`src/rtl/uart_sched_pkg.sv`:
```
// Shared types and constants for the UART TX scheduler and its arbiter.
// The optional CR LF trailer is enabled by defining UART_SCHED_CRLF_EN.
package uart_sched_pkg;

    typedef enum logic [1:0] {
        ST_IDLE,
        ST_START,
        ST_STREAM,
        ST_WAIT_DONE
    } sched_state_e;

    localparam logic [7:0] ASCII_CR         = 8'h0D;
    localparam logic [7:0] ASCII_LF         = 8'h0A;
    localparam logic [7:0] CRLF_MAX_PAYLOAD = 8'd253;

    // Payload is capped so that payload plus CR LF still fits the 8-bit length.
    function automatic logic [7:0] clamp_payload(input logic [7:0] len);
        return (len > CRLF_MAX_PAYLOAD) ? CRLF_MAX_PAYLOAD : len;
    endfunction

endpackage

```
`src/rtl/uart_rr_arbiter.sv`:
```
// Combinational round-robin winner selection: the first asserted request at
// or after rr_ptr, wrapping at N_REQ.
module uart_rr_arbiter #(
    parameter int N_REQ = 4,
    parameter int ID_W  = 2
) (
    input  logic [N_REQ-1:0] req,
    input  logic [ID_W-1:0]  rr_ptr,
    output logic [ID_W-1:0]  grant_id,
    output logic             any
);

    always_comb begin
        logic [ID_W:0]   sum;
        logic [ID_W-1:0] idx;
        // NOTE: every output and temporary gets a default first so no path leaves a latch.
        grant_id = '0;
        any      = 1'b0;
        sum      = '0;
        idx      = '0;
        for (int i = 0; i < N_REQ; i++) begin
            sum = {1'b0, rr_ptr} + (ID_W+1)'(i);
            if (sum >= (ID_W+1)'(N_REQ)) begin
                sum = sum - (ID_W+1)'(N_REQ);
            end
            idx = sum[ID_W-1:0];
            if (!any && req[idx]) begin
                any      = 1'b1;
                grant_id = idx;
            end
        end
    end

endmodule

```
`src/rtl/uart_tx_scheduler.sv`:
```
// Round-robin scheduler sharing the UART string transceiver TX port between
// N_REQ producers. Define UART_SCHED_CRLF_EN to append CR LF to every string.
module uart_tx_scheduler
    import uart_sched_pkg::*;
#(
    parameter int N_REQ = 4,
    parameter int ID_W  = 2
) (
    input  logic               sys_clk,
    input  logic               sys_rst_n,
    input  logic [N_REQ-1:0]   req_valid,
    input  logic [8*N_REQ-1:0] req_length,
    input  logic [8*N_REQ-1:0] req_data,
    output logic [N_REQ-1:0]   req_rd,
    output logic [N_REQ-1:0]   req_done,
    output logic [7:0]         tx_string,
    output logic [7:0]         tx_length,
    output logic               tx_req,
    input  logic               tx_busy,
    input  logic               tx_done,
    input  logic               tx_byte_rd,
    output logic [ID_W-1:0]    grant_id,
    output logic               sched_busy
);

    sched_state_e    state;
    logic [ID_W-1:0] rr_ptr;
    logic [7:0]      cnt;
    logic [7:0]      len_q;
    logic [7:0]      tot_len;
    logic [ID_W-1:0] arb_id;
    logic            arb_any;
    logic [7:0]      raw_len;
    logic [7:0]      win_len;
    logic [7:0]      win_tot;

    uart_rr_arbiter #(.N_REQ(N_REQ), .ID_W(ID_W)) u_arbiter (
        .req      (req_valid),
        .rr_ptr   (rr_ptr),
        .grant_id (arb_id),
        .any      (arb_any)
    );

    function automatic logic [N_REQ-1:0] onehot(input logic [ID_W-1:0] id);
        return {{(N_REQ-1){1'b0}}, 1'b1} << id;
    endfunction

    function automatic logic [ID_W-1:0] next_id(input logic [ID_W-1:0] id);
        return (id == ID_W'(N_REQ-1)) ? '0 : id + 1'b1;
    endfunction

    assign raw_len = req_length[8*arb_id +: 8];

`ifdef UART_SCHED_CRLF_EN
    assign win_len = clamp_payload(raw_len);
    assign win_tot = win_len + 8'd2;
    assign tot_len = len_q + 8'd2;
`else
    assign win_len = raw_len;
    assign win_tot = raw_len;
    assign tot_len = len_q;
`endif

    always_comb begin
        tx_string = 8'h00;
        if (state == ST_STREAM) begin
            if (cnt < len_q) begin
                tx_string = req_data[8*grant_id +: 8];
            end else begin
`ifdef UART_SCHED_CRLF_EN
                tx_string = (cnt == len_q) ? ASCII_CR : ASCII_LF;
`else
                tx_string = 8'h00;
`endif
            end
        end
    end

    assign sched_busy = (state != ST_IDLE);

    // NOTE: all sequential state uses non-blocking assignments so every flop samples pre-edge values.
    always_ff @(posedge sys_clk or negedge sys_rst_n) begin
        if (!sys_rst_n) begin
            state     <= ST_IDLE;
            rr_ptr    <= '0;
            grant_id  <= '0;
            cnt       <= '0;
            len_q     <= '0;
            tx_req    <= 1'b0;
            tx_length <= '0;
            req_rd    <= '0;
            req_done  <= '0;
        end else begin
            tx_req   <= 1'b0;
            req_rd   <= '0;
            req_done <= '0;
            case (state)
                ST_IDLE: begin
                    // Skip arbitration while req_done is out: the owner still holds req_valid.
                    if (!tx_busy && arb_any && (req_done == '0)) begin
                        grant_id <= arb_id;
                        len_q    <= win_len;
                        cnt      <= '0;
                        if (win_tot == 8'd0) begin
                            req_done <= onehot(arb_id);
                            rr_ptr   <= next_id(arb_id);
                        end else begin
                            tx_req    <= 1'b1;
                            tx_length <= win_tot;
                            state     <= ST_START;
                        end
                    end
                end
                ST_START: begin
                    tx_length <= '0;
                    state     <= ST_STREAM;
                end
                ST_STREAM: begin
                    if (tx_done) begin
                        req_done <= onehot(grant_id);
                        rr_ptr   <= next_id(grant_id);
                        state    <= ST_IDLE;
                    end else if (tx_byte_rd) begin
                        cnt <= cnt + 8'd1;
                        if (cnt < len_q) begin
                            req_rd <= onehot(grant_id);
                        end
                        if (cnt + 8'd1 == tot_len) begin
                            state <= ST_WAIT_DONE;
                        end
                    end
                end
                ST_WAIT_DONE: begin
                    if (tx_done) begin
                        req_done <= onehot(grant_id);
                        rr_ptr   <= next_id(grant_id);
                        state    <= ST_IDLE;
                    end
                end
                default: state <= ST_IDLE;
            endcase
        end
    end

endmodule

```
`config.mk`:
```
export PLATFORM = sky130hd
export DESIGN_NAME = uart_tx_scheduler
export DESIGN_NICKNAME = d
export VERILOG_FILES = /design/src/rtl/uart_sched_pkg.sv /design/src/rtl/uart_rr_arbiter.sv /design/src/rtl/uart_tx_scheduler.sv
export SDC_FILE = /design/constraint.sdc
export NUM_CORES = 1
export LEC_CHECK = 0
export ABC_AREA = 1
export ABC_CLOCK_PERIOD_IN_PS = 5000
export CAP_MARGIN = 20
export CELL_PAD_IN_SITES_DETAIL_PLACEMENT = 0
export CELL_PAD_IN_SITES_GLOBAL_PLACEMENT = 2
export CORE_MARGIN = 2
export CORE_UTILIZATION = 27
export DETAILED_ROUTE_END_ITERATION = 7
export GPL_TIMING_DRIVEN = 0
export PLACE_DENSITY = 0.95
export SETUP_SLACK_MARGIN = 0.4
export SYNTH_ARGS = -nofsm -noshare
export SYNTH_HDL_FRONTEND = slang
export SYNTH_SLANG_ARGS = --single-unit
```
`constraint.sdc`:
```
create_clock -name sys_clk -period 5 [get_ports sys_clk]
set_input_delay 1 -clock sys_clk [delete_from_list [all_inputs] [get_ports sys_clk]]
set_output_delay 1 -clock sys_clk [all_outputs]
set_load 0.005 [all_outputs]
```
== Word level (Yosys, flattened, before mapping) ==
Index checks and enable logic that the tools add are counted.

* Register bits after elaboration: 39
* Input port bits: 73

* Add/subtract/negate cells: 10
* Magnitude comparators: 9
* Eq/ne operators: 15
* Shift operators: 4
* Muxes and demuxes: 53
* Reduce and logical (&&, ||, !) cells: 22

{| class="wikitable"
|+ Operators by type and width
! kind !! count
|-
| indexed part select 32 x 6 -> 8 bit || 2
|-
| two-way mux 8 bit || 7
|-
| two-way mux 2 bit || 19
|-
| one-hot mux 8 bit (2 select lines) || 2
|-
| two-way mux 4 bit || 7
|-
| < comparator 2 x 3 -> 1 bit, second input constant || 4
|-
| != test 2 bit, second input constant || 6
|-
| two-way mux 1 bit || 11
|-
| greater-or-equal comparator 3 bit, second input constant || 3
|-
| adder 8 x 1 -> 8 bit, second input constant || 1
|-
| binary-select mux 1 bit (select 2 bit) || 4
|-
| == test 2 bit, second input constant || 4
|-
| == test 8 bit || 1
|-
| zero test 8 bit || 1
|-
| < comparator 8 bit || 1
|-
| one-hot mux 2 bit (4 select lines) || 1
|-
| one-hot mux 4 bit (2 select lines) || 1
|-
| AND reduction 4 bit || 2
|-
| nonzero test 2 bit || 4
|-
| left shift 1 x 2 -> 4 bit, first input constant || 2
|-
| subtractor 2 x 1 -> 2 bit, second input constant || 4
|-
| adder 2 x 2 -> 3 bit, second input constant || 2
|-
| logical AND 1 bit || 5
|-
| AND reduction 5 bit || 1
|-
| 14 further kinds || 18
|}

== Logic depth before layout (Yosys ltp) ==
Gate-level depths: netlist (run 1).

* Word-level depth: 19
* Depth in mapped cells: 21
* Gate-level depth less buffers: 20

== Hierarchy ==
Synthesis (run 1) repeated with hierarchy kept, for this count alone.

* Cell total of the unflattened synthesis: 460
* Area total of the unflattened synthesis: 3,024.2 um^2

{| class="wikitable"
|+ Modules (own cells, without submodules)
! module !! instances !! cells each !! area each (um^2) !! sequential area each (um^2)
|-
| uart_tx_scheduler || 1 || 401 || 2,705.1 || 975.9
|-
| uart_rr_arbiter || 1 || 59 || 319.1 || 0.0
|}

== Worst setup path before layout (run 1) ==
No wires, ideal clock.

* Path type: input-to-reg
* From: input req_valid[3]
* To: register tx_length[1]
* Data arrival time: 2,545 ps
* Required time: 4,883 ps
* Path slack: 2,338 ps
* Stages: 19
* Path through: inv_1 nand2_2 nand3_1 nand2_2 nor2_4 nand3_4 nand3_4 buf_8 nand2_1 nand3_1 nand2_1 nand2_1 nor2_2 nand2_2 nand2_4 nand2_4 nand2_4 nand2_1 nand2_1

* Cells in the longest elaborated chain, start to end: 16
* Elaborated cells on any way between the ends: 32
* Those cells by class: eq/ne (2); shift (1); mux (19); reduce/logical (10)

{| class="wikitable"
|+ RTL lines
! what !! line !! RTL
|-
| from (decl) || uart_tx_scheduler.sv:11 || <nowiki>input logic [N_REQ-1:0] req_valid,</nowiki>
|-
| binary-select mux 1 bit (select 2 bit) || uart_rr_arbiter.sv:27 || <nowiki>if (!any && req[idx]) begin</nowiki>
|-
| two-way mux 1 bit (implied by the code) || uart_rr_arbiter.sv:27 ||
|-
| two-way mux 1 bit || uart_rr_arbiter.sv:27 ||
|-
| zero test 1 bit || uart_rr_arbiter.sv:27 ||
|-
| logical AND 1 bit || uart_rr_arbiter.sv:27 ||
|-
| two-way mux 1 bit || uart_rr_arbiter.sv:27 ||
|-
| zero test 1 bit || uart_rr_arbiter.sv:27 ||
|-
| logical AND 1 bit || uart_rr_arbiter.sv:27 ||
|-
| two-way mux 1 bit || uart_rr_arbiter.sv:27 ||
|-
| zero test 1 bit || uart_rr_arbiter.sv:27 ||
|-
| logical AND 1 bit || uart_rr_arbiter.sv:27 ||
|-
| two-way mux 2 bit or two-way mux 1 bit (tied branches) || uart_rr_arbiter.sv:27 ||
|-
| indexed part select 32 x 6 -> 8 bit or logical AND 1 bit (tied branches) || uart_tx_scheduler.sv:52, uart_tx_scheduler.sv:100 ||
|-
| zero test 8 bit (tied with other cells) || uart_tx_scheduler.sv:104 || <nowiki>if (win_tot == 8'd0) begin</nowiki>
|-
| != test 2 bit (no line) or two-way mux 8 bit (tied branches) || n/a ||
|-
| AND reduction 3 bit (no line) or one-hot mux 8 bit (2 select lines) (tied branches) || n/a ||
|-
| to (signal assigned) || uart_tx_scheduler.sv:109 || <nowiki>tx_length <= win_tot;</nowiki>
|-
| to (decl) || uart_tx_scheduler.sv:17 || <nowiki>output logic [7:0] tx_length,</nowiki>
|}

Parallel ways exist; a longest one is shown, timed or not. The select of a mux whose other input is x is not followed.
A chain may end at the register's enable or synchronous reset.

== Worst setup path in the final report (run 1) ==
* From: register state[1]
* To: output tx_string[7]

* Cells in the longest elaborated chain, start to end: 2

{| class="wikitable"
|+ RTL lines
! what !! line !! RTL
|-
| from (decl) || uart_tx_scheduler.sv:26 || <nowiki>sched_state_e state;</nowiki>
|-
| from (signal assigned) || uart_tx_scheduler.sv:84 || <nowiki>state <= ST_IDLE;</nowiki>
|-
| from (signal assigned) || uart_tx_scheduler.sv:110 || <nowiki>state <= ST_START;</nowiki>
|-
| from (signal assigned) || uart_tx_scheduler.sv:116 || <nowiki>state <= ST_STREAM;</nowiki>
|-
| == test 2 bit || uart_tx_scheduler.sv:66 || <nowiki>if (state == ST_STREAM) begin</nowiki>
|-
| two-way mux 8 bit || uart_tx_scheduler.sv:66 ||
|-
| to (decl) || uart_tx_scheduler.sv:16 || <nowiki>output logic [7:0] tx_string,</nowiki>
|}

No other way between the ends.

==> impl_metrics.tcl, run 1 <==
set metrics [dict create \
    status "finished clean" \
    drive_above_1_share 0.0775 \
    fp-row-count 38 \
    combPwrFrac 0.686 \
    fmax_ghz 0.272 \
    seq_power_share 0.190 \
    cts_tree "built" \
    insertion_delay_ns 0.28 \
    antenna_found_initial 0 \
    final-seq-area_um2 976 \
    slowest_stage "clkdlybuf4s50_1" \
    setup_viol 0 \
    path_max_fanout 10 \
    p_leak_nw 1.99 \
    clkSinkCount 39 \
    grt_pass1_wl_mm 14.8 \
    viasPerCell 4.73 \
    die_h_um 110 \
    synth_edf_count 0 \
    post_cts_buffers 0 \
    areaGrowthSynthToFinish_pct 43.2 \
    io_pins 101 \
    cts.clk_slew.worst_paths_ns 0.06 \
    yosysUniqueCellTypes 31 \
    start_util 0.279 \
    die-area_mm2 0.0122 \
    final-hold-violation-count 0 \
    min_period_over_period 0.736 \
    fin_tns_setup_ns 0 \
    fin_nets 631 \
    p_sw_frac 0.507 \
    ctsResizeCount 0 \
    p_total_mw 2.54 \
    clkPwrFrac 0.123 \
    fin_crit_ns 3.68 \
    routedWlPerCell_um 13.2 \
    tightest_slew_ns 0.905 \
    cts-buffers-inserted 5 \
    p_per_area_mw_per_mm2 582 \
    drt_iter0_markers 146 \
    slew_violations 0 \
    dp_hpwl_mm 7.29 \
    hold_path_class "register to register" \
    path_class "register to output port" \
    grt_max_degree 40 \
    dr_total_vias 3226 \
    yosysSeqAreaShare 0.320 \
    place_congestion 0.800 \
    postSynthCellCount 434 \
    syn_nets 524 \
    detail-route-antenna-nets 0 \
    ir_drop_mv 0.287 \
    core_mm2 0.0109 \
    clock_path_buffers 2 \
    fin_util 0.399 \
    syn_area_per_cell_um2 7.02 \
    ctsHoldBuffers 0 \
    required_ns 4.00 \
    numPortBuffers 100 \
    rsz0062_at_grt "no" \
    cts_root_buf "clkbuf_16" \
    multi_input_area_mm2 0.00183 \
    skew_ns 0.00637 \
    max_stage_delay_ns 0.55 \
    grt_use_total 0.154 \
    num_antenna_cells 0 \
    h-tree-depth 2 \
    reg2reg_slack_ns 2.31 \
    switchingPower_mw 1.29 \
    drcViolationCount 0 \
    cp-start-kind "register" \
    power.internal_mw 1.25 \
    wirelength_mm 9.01 \
    synth.ff_latch_count 39 \
    place_ws_ns 1.38 \
    ys.flop_type "dfrtp_1" \
    arrival_ns 2.68 \
    drtPass1Iterations 5 \
    endpoint_kind "output port" \
    fill_cells 1151 \
    hold-worst-slack_ns 0.469 \
    worstPathCellList "clkbuf_1 -> inv_1 -> nor2_1 -> inv_1 -> clkbuf_1 -> a211oi_1 -> clkdlybuf4s50_1" \
    netlist_area_mm2 0.00305 \
    grt_pass1_vias 3107 \
    setup_ws_ns 1.32 \
    yosysWarnings 0 \
    async_flop_share 1.00 \
    relSlewSlack 0.397 \
    grt-ovfl-total 0 \
    maxCapViolCount 0 \
    fp.dieW_um 110 \
]
[per-stage QoR]
| step | std cells | instance area, um^2 |
|---|---|---|
| CTS | 682 | 4360 |
| finish | 682 | 4360 |
| detailed placement | 674 | 4220 |
| global placement | 674 | 4220 |
| global route | 682 | 4360 |
| floorplan | 434 | 3050 |
[cells in the mapped netlist (all sizes together), types with 2 or more instances]
library cell  count  area share
buf               5       0.016
nor2             56       0.073
nand2           124        0.17
nand3            47       0.090
inv              39       0.048
o31ai             4      0.0099
nand4            21       0.043
clkbuf            8      0.0099
nor3b             2      0.0049
a211oi            9       0.022
nor3              4       0.010
o21ai            38       0.062
ha               17       0.070
o211ai            3      0.0074
xor2              8       0.023
a21oi             5      0.0082
clkinv            3      0.0053
dfrtp            39        0.32
[final timing paths]
path | from | to | cells past startpoint
worst max-delay path | state[1] | tx_string[7] | 7
worst min-delay path | tx_length[1] | tx_length[1] | 2
worst max register to register | rr_ptr[0] | req_done[3] | 13
worst min register to register | tx_length[1] | tx_length[1] | 2
max in group asynchronous | sys_rst_n | len_q[7] | 1
min in group asynchronous | sys_rst_n | tx_length[1] | 1
[registers in the layout, indices dropped and copies added (netlist names)]
name / flops
req_done: 4
req_rd: 4
rr_ptr: 2
state: 2
len_q: 8
tx_req: 1
tx_length: 8
grant_id: 2
cnt: 8
[per-layer routing]
layer | global-route usage | share of wire
met3 | 0.0247 | 0.037
met5 | 0 | 0
met1 | 0.197 | 0.44
met2 | 0.275 | 0.52
met4 | 0.0268 | 0.0051
[final cells by class]
class | instances | share of cell area
multi-input cells | 340 | 0.420
repair buffers | 100 | 0.228
flip-flops and latches | 39 | 0.224
well taps | 140 | 0.0401
inverters | 42 | 0.0373
clock buffers | 5 | 0.0287
plain buffers | 13 | 0.0178
clock inverters | 3 | 0.00459
[critical path: cells and delay by family, from the launching register on]
family	cells	cell delay, ns
flops	1	0.32
compound gates	1	0.32
simple gates	1	0.35
buf+inv	5	1.42
[power by group through the flow]
stage / clock network, mW / logic (mW) / registers (mW)
after floorplan: 0 / 1.23 / 0.475
after global placement: 0 / 1.73 / 0.487
after detailed placement: 0 / 1.76 / 0.489
after CTS: 0.322 / 1.77 / 0.485
after global routing: 0.335 / 1.99 / 0.495
final: 0.313 / 1.74 / 0.483
[layout by cell type, fill, tap and decap left out, types with 4 or more instances in the layout]
cell and count:
o21ai_0 38, nand3_1 42, o31ai_1 4, clkbuf_16 5, xor2_1 8, inv_2 6, a21oi_1 5, nand2_4 5
inv_1 33, ha_1 17, nand2_1 112, clkbuf_1 8, clkdlybuf4s50_1 99, dfrtp_1 39, a211oi_1 9, nor2_1 53
nand4_1 21, nand2_2 7
[cells by family after synthesis]
group / share of synthesized area
xor gates and xnor gates: 0.0259
buffers and inverters: 0.0788
AOI/OAI and AO/OA: 0.113
adders and majority gates: 0.0698
and+or+nand+nor: 0.392
DFF: 0.320
Power figures use the tool's default switching activity.
==> inputs of run 2 (changes only) <==
Settings changed: ABC_CLOCK_PERIOD_IN_PS 5000 to 3200, CORE_UTILIZATION 27 to 22, PLACE_DENSITY 0.95 to 0.86.
Clock period 5 ns to 3.2 ns, I/O delays scaled along.
==> impl_metrics.tcl, run 2 (same netlist as run 1, synthesis figures left out) <==
set metrics [dict create \
    status "finished clean" \
    rsz0062_at_grt "yes" \
    dp_hpwl_mm 7.70 \
    fin_area_mm2 0.00482 \
    dr_total_vias 3426 \
    numPortBuffers 100 \
    grt_pass1_vias 3236 \
    fmax_ghz 0.365 \
    place_area_mm2 0.00427 \
    reg2reg_slack_ns 0.69 \
    grt-ovfl-total 0 \
    drcViolationCount 0 \
    p_per_area_mw_per_mm2 992 \
    top_regs "cnt (8), len_q (8), tx_length (8)" \
    final_cells 750 \
    fin_tns_setup_ns 0 \
    slew_violations 0 \
    r2r-start "rr_ptr[1]" \
    skew_ns 0.00449 \
    detail-route-antenna-nets 0 \
    grt_max_degree 40 \
    clkSinkCount 39 \
    num_antenna_cells 0 \
    grt_use_total 0.133 \
    required_ns 2.56 \
    areaGrowthSynthToFinish_pct 58.2 \
    path_max_fanout 11 \
    h-tree-depth 2 \
    wirelength_mm 10.3 \
    routedWlPerCell_um 13.7 \
    place_congestion 0.825 \
    grt_pass1_wl_mm 15.8 \
    cts-buffers-inserted 5 \
    fin_crit_ns 2.74 \
    setup_ws_ns 0.460 \
    io_pins 101 \
    hold_path_class "register to register" \
    cts_tree "built" \
    viasPerCell 4.57 \
    insertion_delay_ns 0.28 \
    cp-start-kind "register" \
    antenna_found_initial 0 \
    most-common-layout-cells "103 x nand2_1, 87 x clkdlybuf4s50_1, 50 x nor2_1" \
    drtPass1Iterations 6 \
    core_mm2 0.0137 \
    reg2regPathDepth 19 \
    clock_path_buffers 2 \
    arrival_ns 2.10 \
    fp.dieW_um 122 \
    drive_above_1_share 0.205 \
    hold_start "tx_length[1]" \
    ir_drop_mv 0.415 \
    die-area_mm2 0.0148 \
    drt_iter0_markers 172 \
    hold_depth 2 \
    layout_commonest_cell "nand2_1" \
    cts_root_buf "clkbuf_16" \
    p_leak_nw 2.27 \
    maxCapViolCount 0 \
    relSlewSlack 0.402 \
    fill_cells 1475 \
    die_h_um 122 \
    path_class "register to output port" \
    fin_nets 659 \
    hold-path-endpoint "tx_length[1]" \
    dpl.cell_count 714 \
    ctsHoldBuffers 0 \
    cts.clk_slew.worst_paths_ns 0.06 \
    final-hold-violation-count 0 \
    tightest_slew_ns 0.897 \
    fin_util 0.351 \
    setup_viol 0 \
    fp-row-count 43 \
    endpoint_kind "output port" \
    start_util 0.222 \
    min_period_over_period 0.856 \
    r2r-end "tx_length[6]" \
    place_ws_ns 0.0150 \
]
==> run 2: cell count changes in the layout (fill, tap and decap cells not counted), moves of 4 or more <==
cell	change
nand3_1	-8
a211oi_1	-8
inv_1	-4
nand2_1	-9
nand2_2	+7
clkdlybuf4s50_1	-12
dlymetal6s2s_1	+4
clkbuf_1	-5
nand3_2	+9
a211oi_2	+8
buf_2	+6
buf_4	+25
clkbuf_2	+4
==> run 2: through the flow <==
stage,total power [mW],hold WS [ns]
finish,4.78,0.475
global route,5.24,0.506
CTS,4.16,0.479
detailed placement,3.54,0.464
global placement,3.52,0.457
floorplan,2.66,0.344
==> run 2: area by class of cell <==
type                       instances  area [um^2]  area share
multi-input combinational        342         2000       0.415
timing repair buffer             126         1180       0.244
sequential                        39          976       0.202
tap                              180          225      0.0467
inverter                          42          168      0.0348
clock buffer                       6          139      0.0288
buffer                            13         97.6      0.0202
clock inverter                     2         35.0     0.00727
==> run 2: routing by layer <==
layer	wire, um	part of all wire	GRT usage
met5	0	0	0
met4	57	0.0055	0.0266
met3	322	0.031	0.0211
met2	5400	0.52	0.239
met1	4510	0.44	0.167
==> run 2: timing repair <==
item	4_1_cts	5_1_grt
endpoints found under the setup margin	16	41
setup buffers	3	21
gates cloned	0	4
resized for setup	24	64
pin swaps	0	15
==> run 2: how the worst max path moves through the flow <==
stage	slack, ns	to	startpoint	cells after the start
floorplan	0.90	tx_length[1]	req_valid[3]	19
global placement	-0.01	req_done[2]	req_valid[1]	13
detailed placement	0.01	req_done[2]	req_valid[1]	13
CTS	0.34	tx_string[5]	len_q[1]	11
global route	0.27	tx_string[0]	cnt[1]	10
finish	0.46	tx_string[4]	grant_id[0]	6
==> run 2: worst max-delay path, cell delays in order (launching register included) <==
cell      delay [ns]
dfrtp_1         0.40
clkbuf_1        0.35
clkinv_2        0.25
clkbuf_2        0.28
o21ai_0         0.27
a211oi_2        0.10
buf_2           0.17
==> run 2: power breakdown <==
| part | switching, mW | total, mW | internal (mW) |
|---|---|---|---|
| Combinational | 2.02 | 3.44 | 1.41 |
| Clock | 0.199 | 0.587 | 0.388 |
| Sequential | 0.110 | 0.758 | 0.648 |
